$ cat config.mk
export PLATFORM = sky130hd
export DESIGN_NAME = mem_arbiter
export DESIGN_NICKNAME = d
export VERILOG_FILES = /design/src/rtl/mem_arbiter_pkg.sv /design/src/rtl/mem_addr_decode.sv /design/src/rtl/mem_arbiter.sv
export SDC_FILE = /design/constraint.sdc
export NUM_CORES = 1
export LEC_CHECK = 0
export BUFFER_PORTS_ARGS = -buffer_cell sky130_fd_sc_hd__clkbuf_2
export CORE_AREA = 2 2 105 107
export DETAILED_ROUTE_END_ITERATION = 10
export DIE_AREA = 0 0 107 109
export GPL_ROUTABILITY_DRIVEN = 0
export GPL_TIMING_DRIVEN = 1
export PLACE_DENSITY = 0.7
export SYNTH_ARGS = -nofsm -noshare
export SYNTH_HDL_FRONTEND = slang
export SYNTH_HIERARCHICAL = 1
export SYNTH_SLANG_ARGS = --single-unit
$ cat constraint.sdc
create_clock -name clk -period 3.9 [get_ports clk]
set_clock_uncertainty 0.1 [all_clocks]
set_input_delay 0.39 -clock clk [delete_from_list [all_inputs] [get_ports clk]]
set_output_delay 0.39 -clock clk [all_outputs]
set_load 0.03 [all_outputs]
$ cat src/rtl/mem_arbiter_pkg.sv
// Shared types and address-map constants for the RAM/terminal bus arbiter.
// Region and owner enums are shared by the decoder, the arbiter and anything that snoops the return path.
package mem_arbiter_pkg;

    localparam logic [31:0] RAM_LIMIT  = 32'h1000_0000;
    localparam logic [31:0] TERM_BASE  = 32'hA000_0000;
    localparam logic [31:0] TERM_SPAN  = 32'h0100_0000;
    localparam int          TERM_CHARS = 2100;
    localparam int          TERM_AW    = 12;

    typedef enum logic [1:0] {
        REGION_RAM,
        REGION_TERM,
        REGION_ERR
    } region_e;

    typedef enum logic [1:0] {
        OWNER_NONE,
        OWNER_IF,
        OWNER_DM_RAM,
        OWNER_DM_ZERO
    } owner_e;

    function automatic logic owner_is_dm(input owner_e owner);
        return (owner == OWNER_DM_RAM) || (owner == OWNER_DM_ZERO);
    endfunction

endpackage

$ cat src/rtl/mem_addr_decode.sv
// Combinational decode of a data-side address into RAM / terminal / error region.
// Also yields the terminal cell offset and whether it lies past the last visible cell.
module mem_addr_decode #(
    parameter logic [31:0] TERM_BASE  = mem_arbiter_pkg::TERM_BASE,
    parameter int          TERM_CHARS = mem_arbiter_pkg::TERM_CHARS
) (
    input  logic [31:0]               addr,
    output mem_arbiter_pkg::region_e  region,
    output logic [11:0]               term_off,
    output logic                      term_oob
);
    import mem_arbiter_pkg::*;

    logic [31:0] offset;

    always_comb begin
        offset = addr - TERM_BASE;
        region = REGION_ERR;
        // The base compare guards against the subtraction wrapping for addresses below the window.
        if (addr < RAM_LIMIT) begin
            region = REGION_RAM;
        end else if ((addr >= TERM_BASE) && (offset < TERM_SPAN)) begin
            region = REGION_TERM;
        end
        term_off = offset[11:0];
        term_oob = (offset >= 32'(TERM_CHARS));
    end

endmodule

$ cat src/rtl/mem_arbiter.sv
// Shares one synchronous RAM port between instruction fetch and data access,
// steers data writes to the terminal buffer and returns read data one cycle after grant.
module mem_arbiter #(
    parameter int          RAM_AW     = 12,
    parameter logic [31:0] TERM_BASE  = mem_arbiter_pkg::TERM_BASE,
    parameter int          TERM_CHARS = mem_arbiter_pkg::TERM_CHARS,
    parameter int          MAX_WAIT   = 4
) (
    input  logic              clk,
    input  logic              rst_n,
    input  logic              if_req,
    input  logic [31:0]       if_addr,
    output logic              if_gnt,
    output logic              if_rvalid,
    output logic [31:0]       if_rdata,
    input  logic              dm_req,
    input  logic              dm_we,
    input  logic [31:0]       dm_addr,
    input  logic [31:0]       dm_wdata,
    output logic              dm_gnt,
    output logic              dm_rvalid,
    output logic [31:0]       dm_rdata,
    output logic              ram_en,
    output logic              ram_we,
    output logic [RAM_AW-1:0] ram_addr,
    output logic [31:0]       ram_wdata,
    input  logic [31:0]       ram_rdata,
    output logic              term_we,
    output logic [11:0]       term_addr,
    output logic [7:0]        term_wdata,
    output logic              bus_err
);
    import mem_arbiter_pkg::*;

    localparam logic [2:0] WAIT_SAT = 3'(MAX_WAIT);
    localparam int         NPORTS   = 2;

    region_e     dm_region;
    logic [11:0] dm_term_off;
    logic        dm_term_oob;

    logic        if_v;
    logic        dm_v;
    logic        dm_ram;
    logic        if_wins;

    logic [2:0]  starve_cnt;
    logic [2:0]  starve_next;
    owner_e      owner_q;
    owner_e      owner_next;
    logic        if_ret_q;
    logic        if_ret_next;
    logic        bus_err_q;
    logic        bus_err_next;

    logic        ret_valid [NPORTS];
    logic [31:0] ret_data  [NPORTS];
    logic [31:0] ret_out   [NPORTS];

    logic        unused_if_addr;
    assign unused_if_addr = ^{if_addr[31:RAM_AW+2], if_addr[1:0]};

    mem_addr_decode #(
        .TERM_BASE  (TERM_BASE),
        .TERM_CHARS (TERM_CHARS)
    ) u_decode (
        .addr     (dm_addr),
        .region   (dm_region),
        .term_off (dm_term_off),
        .term_oob (dm_term_oob)
    );

    // Requests are masked while reset is held so every output reads zero.
    assign if_v    = if_req & rst_n;
    assign dm_v    = dm_req & rst_n;
    assign dm_ram  = dm_v && (dm_region == REGION_RAM);
    assign if_wins = (starve_cnt == WAIT_SAT);

    always_ff @(posedge clk or negedge rst_n) begin
        if (!rst_n) begin
            starve_cnt <= '0;
            owner_q    <= OWNER_NONE;
            if_ret_q   <= 1'b0;
            bus_err_q  <= 1'b0;
        end else begin
            starve_cnt <= starve_next;
            owner_q    <= owner_next;
            if_ret_q   <= if_ret_next;
            bus_err_q  <= bus_err_next;
        end
    end

    always_comb begin
        starve_next = '0;
        if (if_v && !if_gnt) begin
            starve_next = if_wins ? starve_cnt : starve_cnt + 3'd1;
        end

        owner_next = OWNER_NONE;
        if (dm_gnt && !dm_we) begin
            owner_next = dm_ram ? OWNER_DM_RAM : OWNER_DM_ZERO;
        end else if (if_gnt) begin
            owner_next = OWNER_IF;
        end
        if_ret_next = if_gnt;

        bus_err_next = dm_gnt && ((dm_region == REGION_ERR) ||
                       ((dm_region == REGION_TERM) && dm_we && dm_term_oob));
    end

    always_comb begin
        if_gnt     = 1'b0;
        dm_gnt     = 1'b0;
        ram_en     = 1'b0;
        ram_we     = 1'b0;
        ram_addr   = '0;
        ram_wdata  = '0;
        term_we    = 1'b0;
        term_addr  = '0;
        term_wdata = '0;

        if (dm_ram && if_v) begin
            if_gnt = if_wins;
            dm_gnt = !if_wins;
        end else begin
            if_gnt = if_v;
            dm_gnt = dm_v;
        end

        if (dm_gnt && dm_ram) begin
            ram_en    = 1'b1;
            ram_we    = dm_we;
            ram_addr  = dm_addr[RAM_AW+1:2];
            ram_wdata = dm_wdata;
        end else if (if_gnt) begin
            ram_en   = 1'b1;
            ram_addr = if_addr[RAM_AW+1:2];
        end

        if (dm_gnt && dm_we && (dm_region == REGION_TERM) && !dm_term_oob) begin
            term_we    = 1'b1;
            term_addr  = dm_term_off;
            term_wdata = dm_wdata[7:0];
        end
    end

    // Port 0 is fetch, port 1 is data; each keeps its last returned word between strobes.
    assign ret_valid[0] = if_ret_q;
    assign ret_data[0]  = ram_rdata;
    assign ret_valid[1] = owner_is_dm(owner_q);
    assign ret_data[1]  = (owner_q == OWNER_DM_RAM) ? ram_rdata : 32'h0;

    generate
        for (genvar gi = 0; gi < NPORTS; gi++) begin : g_ret
            logic [31:0] hold_reg;

            always_ff @(posedge clk or negedge rst_n) begin
                if (!rst_n) begin
                    hold_reg <= '0;
                end else if (ret_valid[gi]) begin
                    hold_reg <= ret_data[gi];
                end
            end

            assign ret_out[gi] = ret_valid[gi] ? ret_data[gi] : hold_reg;
        end
    endgenerate

    assign if_rvalid = ret_valid[0];
    assign if_rdata  = ret_out[0];
    assign dm_rvalid = ret_valid[1];
    assign dm_rdata  = ret_out[1];
    assign bus_err   = bus_err_q;

endmodule

==> results summary, run 1 <==
For the finished layout, the period the worst path requires is 3.06 ns. Clock-pin slew was measured on the worst setup and hold paths at 0.07 ns. The clock tree from TritonCTS is built. The number of enable flip-flop cells after synthesis is 0. The instance count of the mapped netlist came out at 343. The number of antenna violations at the first check in global routing came to 1. The number of input and output port buffers inserted came out at 248. Summing the sequential cell areas from Yosys gives 49.9% of the chip area. Summed over all nets, the half-perimeter wirelength after detailed placement is 8950 um. Ranked by total cell area, the synthesized netlist is headed by sky130_fd_sc_hd__dfrtp_1 50%, sky130_fd_sc_hd__mux2_2 9.5%, sky130_fd_sc_hd__and2_1 9.3%. Yosys printed 6 warnings. Yosys mapped the design onto 41 distinct sky130hd cell types. The number of buffers between clock root and the deepest sink is 2. The area enclosed by the die boundary is 11700 um^2. The pin count of the biggest net entering global routing came out at 71. Using the TritonRoute via totals, the vias-per-cell ratio works out to 4.61.

Of the available clock period, the critical path in the final layout requires 78.6%. The count of filler cells inserted in the layout is 1047. The number of global-route vias before repair is 3376.

In this run the worst path has a maximum fanout of 11. The area of all placed cells without fillers came out at 5050 um^2. The number of design rule violations left after detail routing is 0. In this run, the number of DRC markers left after iteration 0 of detailed routing was 104. Summed over all instances, the cell type with the most area after synthesis is sky130_fd_sc_hd__dfrtp_1. Measured along the x axis, the die boundary spans 107 um. For the final routed database, the setup TNS stands at 0 ns. The final design utilization is 47.6%. The standard-cell row count came out at 38. During I/O placement, the number of pins put on the boundary was 269.

STA classifies the critical path endpoint as a primary output. The global-route usage over all layers came out at 18.8%. The number of max-slew violations in the final report came to 0. The remaining antenna violation count is 0. The power density of the placed cells came out at 424 nW/um^2. The commonest cells after synthesis are 71 x sky130_fd_sc_hd__dfrtp_1, 53 x sky130_fd_sc_hd__and2_1, 36 x sky130_fd_sc_hd__inv_1, 36 x sky130_fd_sc_hd__nand2_1, 33 x sky130_fd_sc_hd__o21ai_0.

The fraction of final layout cells with drive strength greater than 1 is 53.9%. The number of setup violations in the final report came out at 0. The post-placement worst setup slack is 0.843 ns. Once placement finished, the instance area stood at 4820 um^2.

The netlist area before placement came out at 3560 um^2. The worst IR drop on VDD came out at 0.000228 V. The via count came out at 3338. The global-route met1 utilization is 19.5%. For this run, the leading register cell type out of synthesis is sky130_fd_sc_hd__dfrtp_1. After detailed routing, the total wire length is 11000 um.

The worst max-slew margin expressed relative to the limit is 39.8%. The number of hold violations in the final report came to 0. At the pin with the least slew margin, the transition time is 0.903 ns.

The highest clock frequency the design can meet came out at 326 MHz. The startpoint kind of the worst setup timing path is an input port. Setup slack on the critical path of the routed design comes to 0.835 ns. The cell chosen for the clock root is sky130_fd_sc_hd__clkbuf_8. The global-route track usage on met2 is 34.7%. The count of nets after finishing is 714. The worst setup path is of the input port to primary output kind. The final cell count without fillers came out at 724. The clock latency at the later pin of the worst-skew pair came out at 0.34 ns. The share of async-settable or async-resettable flops after synthesis came out at 100%. The synthesized flop and latch total is 71. The number of nets handed over by synthesis was 479. For this configuration, the core starts out at a cell density of 33.6%. The max-cap violation count is 0. The first-pass detailed-route iteration total came out at 4. The number of buffers created by CTS is 9. Setup repair after global routing left no endpoint under its margin.

The number of buffers inserted by post-CTS setup repair came out at 0. The core area is 10600 um^2. The flow ran to the end, and the final reports show no timing, DRC or antenna violations. The number of cells after detailed placement came out at 706. The first global-routing pass estimated 16800 um of wire.

The tightest min-delay check is of the input port to flip-flop type. The clock sink total is 71. The average size of a mapped cell is 10.4 um^2. The cell leakage power is 2.72 nW. The data required time of the critical path came out at 3.41 ns. The area share of the largest cell type after synthesis came out at 49.9%. The global routing usage on met3 came out at 5.98%. The number of instances resized during post-cts repair is 0. In this run the most used layer during global routing was met2.

From synthesis to final layout, the design area changed by 41.9%. The worst hold margin came out at 0.204 ns. The H-tree depth is 3.

Dividing the detail-routed wire length by the instance count gives 15.2 um. The post-layout total power came out at 2.14 mW. The total congestion overflow came out at 0. The number of flip-flops in the largest register is 64.

For the worst setup path, the data arrival time is 2.57 ns. The floorplan die height came out at 109 um. The most common cell in the synthesized netlist is sky130_fd_sc_hd__dfrtp_1.
[routing by layer]
metal / wire, um / part of all wire [%]
met1: 3990 / 36
met2: 5900 / 54
met3: 793 / 7.2
met4: 337 / 3.1
met5: 0 / 0
[worst max-delay path, stage by stage]
cell	delay [ns]
sky130_fd_sc_hd__clkbuf_2	0.11
sky130_fd_sc_hd__inv_1	0.05
sky130_fd_sc_hd__ha_1	0.26
sky130_fd_sc_hd__and4bb_1	0.19
sky130_fd_sc_hd__nand3_1	0.12
sky130_fd_sc_hd__o21a_1	0.26
sky130_fd_sc_hd__nand3b_1	0.18
sky130_fd_sc_hd__nor3_2	0.42
sky130_fd_sc_hd__buf_4	0.26
sky130_fd_sc_hd__and2_1	0.15
sky130_fd_sc_hd__clkbuf_2	0.20
[cell usage in the layout, fill, tap and decap left out, drive strengths merged, types with 2 or more instances in the layout]
master and count:
nand3 3, clkinv 2, a21oi 2, nand2 36
nor2b 2, mux2 32, nor4 3, and4bb 2
clkbuf 258, and2 54, and3 2, nor2 2
o21a 2, buf 7, o21ai 33, nor3 4
bufinv 2, inv 36, dfrtp 71, ha 3
a22o 12, a31oi 2
[where the power goes]
part / total (mW) / internal [mW] / switching, mW
Sequential: 0.874 / 0.842 / 0.0319
Clock: 0.651 / 0.378 / 0.273
Combinational: 0.615 / 0.192 / 0.424
Total: 2.14 / 1.41 / 0.729
[final timing paths]
kind / from / end / slack (ns) / cells past startpoint
max in group asynchronous: rst_n / g_ret[1].hold_reg[14] / 2.31 / 3
min: dm_we / owner_q[1] / 0.20 / 2
min in group asynchronous: rst_n / bus_err / 0.35 / 2
max reg2reg: if_rvalid / g_ret[0].hold_reg[9] / 2.00 / 2
min reg2reg: g_ret[0].hold_reg[5] / g_ret[0].hold_reg[5] / 0.39 / 1
max: dm_addr[29] / term_addr[11] / 0.84 / 11
[area by class of cell]
cell class / instances / area, um^2 / area share [%]
antenna: 1 / 2.50 / 0.0495
clock inverter: 5 / 81.3 / 1.61
timing repair buffer: 255 / 1300 / 25.7
tap: 140 / 175 / 3.47
inverter: 36 / 135 / 2.68
sequential: 71 / 1780 / 35.2
multi-input combinational: 205 / 1440 / 28.5
clock buffer: 11 / 141 / 2.80
[cells by family (layout without fill, tap and decap cells)]
kind of cell / Yosys count / in the layout / synth area share [%]
and+or+nand+nor: 115 / 115 / 18.6
xor gates and xnor gates: 1 / 1 / 0.246
AOI/OAI and AO/OA: 54 / 54 / 10.3
adders and majority gates: 3 / 3 / 1.05
buffers and inverters: 67 / 307 / 9.67
muxes: 32 / 32 / 10.1
DFF: 71 / 71 / 49.9
other: 0 / 1 / 0
[what timing repair did]
action / 4_1_cts / 5_1_grt
endpoints found under the setup margin: 0 / 0
hold buffers: 1 / 0
hold endpoints to repair: 1 / 0
No activity file was read; power rests on OpenSTA's default activity.
==> run 2: changes to the inputs <==
CORE_AREA = 2 2 103 105   (was 2 2 105 107)
DIE_AREA = 0 0 105 107   (was 0 0 107 109)
PLACE_DENSITY = 0.75   (was 0.7)
clock period = 2.65 ns   (was 3.9 ns; I/O delays follow)
==> run 2 against run 1 <==
Against the previous run:
- critical path type unchanged
- sequential share of layout area down 2.3 points
- core utilization up 5.9 points
- hold slack worse by 0.13 ns
- count of clock-buffer cells in the layout down 1
- cell area up 7.1%
- global-route usage up 0.55 points
- highest routed layer unchanged
- total power up 38%
- routed wire length up 4.8%
- largest power group unchanged
- die area down 3.7%
- via count up 1.1%
- cell count up 0.69%
- combinational power up 52%
==> results summary, run 2 (synthesized netlist as in run 1, its figures left out) <==
The number of antenna repair diodes is 0. The number of buffers created by CTS is 9. The data arrival time of the critical path is 2.25 ns. The final-layout setup total negative slack came out at 0 ns.

The critical path start-end classification is input port to primary output. Relative to the synthesized area, the layout overhead comes to 52.0%. The global-route usage over all layers is 19.4%. The highest clock frequency the design can meet came out at 383 MHz. The library cell used most frequently in the layout, excluding fill and tap cells, is sky130_fd_sc_hd__clkbuf_2. The clock sink total came out at 71. The number of setup violations in the final report is 0. The first-pass detailed-route iteration total came out at 4. The number of cells on the worst reg-to-reg path is 6. After layout, the design draws a total of 2.96 mW. Dividing total power by cell area gives a power density of 547 nW/um^2. The standard-cell row count is 37. The worst pin sits at a relative slew slack of 42.8%. Walking the worst path, the cells encountered are buf_2 -> inv_1 -> ha_1 -> and4bb_1 -> nand3_2 -> o21a_1 -> nand4bb_4 -> a31oi_4 -> buf_6 -> buf_12 -> buf_6 -> and2_1 -> buf_6.

The I/O pin total came out at 269. Broken down by cell family, the worst path's largest delay share belongs to simple AND/OR/NAND/NOR gates. Once the floorplan was initialized, standard cells occupied 35.3% of the core. The number of input and output port buffers inserted came out at 248.

The critical path's largest stage delay is 0.26 ns. The clock edge transition at the registers on the reported setup and hold paths came out at 0.07 ns. The depth of the critical timing path with buffers and inverters included came out at 13. The count of nets after finishing is 725. The aggregate routed wire length is 11600 um. The final critical delay including setup and external delays is 2.61 ns. The total congestion overflow came out at 0.

The cell chosen for the clock root is sky130_fd_sc_hd__clkbuf_8. The worst setup path is launched from an input port. The clock latency at the later pin of the worst-skew pair came out at 0.33 ns. Setup repair after global routing could not meet its margin everywhere. TritonCTS built the clock tree. The number of buffers between clock root and the deepest sink is 2. In the layout the commonest cells are 200 x sky130_fd_sc_hd__clkbuf_2, 71 x sky130_fd_sc_hd__dfrtp_1, 45 x sky130_fd_sc_hd__and2_1, 36 x sky130_fd_sc_hd__inv_1, 36 x sky130_fd_sc_hd__nand2_1.

The fraction of final layout cells with drive strength greater than 1 is 56.3%. The via count is 3376. The combined buffer and inverter count along the critical path came out at 6. The number of antenna violations at the first check in global routing came out at 0. The number of cells after detailed placement came out at 706. The detailed router's first-iteration violation count is 121. The data required time of the critical path is 2.29 ns. The worst hold path cell count came out at 2. The final design utilization came out at 53.6%. With fillers left out, the area of the finished cells amounts to 5410 um^2.

The area enclosed by the die boundary came out at 11200 um^2. The count of cells in the finished layout, fillers not included, comes to 729. The critical path's slowest cell is sky130_fd_sc_hd__ha_1.

At the placement stage, the worst setup path has a slack of -0.000342 ns. The wire-length estimate of the detail-placed layout is 8870 um. The number of hold violations in the final report was 0. Max-cap violations in this run came to 0. The wire length of the first global-routing pass came out at 17100 um.

The number of flip-flops in the largest register came out at 64. The total area inside the core boundary comes to 10100 um^2. The wire length per cell came out at 15.8 um. The detail-routed via count per cell is 4.63.

Summed over all cells, the static leakage comes to 2.84 nW. The tightest hold path in the finished design has a slack of 0.0720 ns. STA classifies the critical path endpoint as a primary output. The H-tree was split into 3 levels.

The floorplan die height is 107 um. The maximum fanout encountered on the critical timing path is 9. The horizontal die dimension came out at 105 um. The post-detailed-placement cell area came out at 4890 um^2. The worst hold path class is input port to flip-flop. The detail route stage leaves a number of antenna-violating nets equal to 0. The number of design rule violations left after detail routing came out at 0.

The worst IR drop on VDD is 0.000232 V. The number of global-route vias before repair came out at 3422. The worst-margin pin slew came out at 0.858 ns.

The final clock period utilization by the worst path came out at 98.6%. The worst setup margin came out at 0.0381 ns. Among the stages of the critical path, the cell type that occurs most often is sky130_fd_sc_hd__buf_6.

The run finished with clean final reports. The number of max-slew violations in the final report came to 0. The pin count of the biggest net entering global routing came out at 71.
-- run 2: cell types whose count changed in the layout (fill, tap and decap cells not counted), moves of 4 or more --
| cell | previous run | this run |
|---|---|---|
| sky130_fd_sc_hd__buf_6 | 0 | 32 |
| sky130_fd_sc_hd__and2_1 | 53 | 45 |
| sky130_fd_sc_hd__buf_4 | 7 | 15 |
| sky130_fd_sc_hd__clkbuf_4 | 0 | 9 |
| sky130_fd_sc_hd__buf_12 | 0 | 4 |
| sky130_fd_sc_hd__and2_4 | 1 | 8 |
| sky130_fd_sc_hd__clkbuf_2 | 247 | 200 |
-- run 2: layer usage --
| metal | global-route usage [%] | vias up | wire length, um |
|---|---|---|---|
| li1 | - | 1602 | - |
| met1 | 20.9 | 1594 | 4210 |
| met2 | 36.8 | 166 | 6400 |
| met3 | 4.92 | 14 | 758 |
| met4 | 6.29 | 0 | 190 |
| met5 | 0 | - | 0 |
-- run 2: what timing repair did --
item,CTS,global route
resized for setup,4,160
hold buffers,1,0
cloned,0,2
setup buffers,0,5
endpoints found under the hold margin,1,0
pin swaps,0,1
setup endpoints to repair,4,41
-- run 2: report_power, final --
part	switching (mW)	total (mW)	internal, mW	leakage [nW]
clock	0.403	0.739	0.336	0.0825
sequential	0.0439	1.28	1.24	0.876
combinational	0.635	0.936	0.300	1.88
-- run 2: cell type report --
class	instances	area, um^2
fillers	950	4680
flip-flops and latches	71	1780
repair buffers	266	1700
well taps	136	170
clock buffers	10	128
inverters	36	135
clock inverters	5	35.0
multi-input cells	205	1470
-- run 2: final timing paths --
kind,from,end,slack [ns]
min in group asynchronous,rst_n,bus_err,0.22
min,dm_we,owner_q[1],0.07
max,dm_addr[29],ram_wdata[3],0.04
max reg2reg,starve_cnt[0],owner_q[0],1.06
min reg2reg,g_ret[0].hold_reg[4],g_ret[0].hold_reg[4],0.39
max in group asynchronous,rst_n,g_ret[0].hold_reg[3],1.19
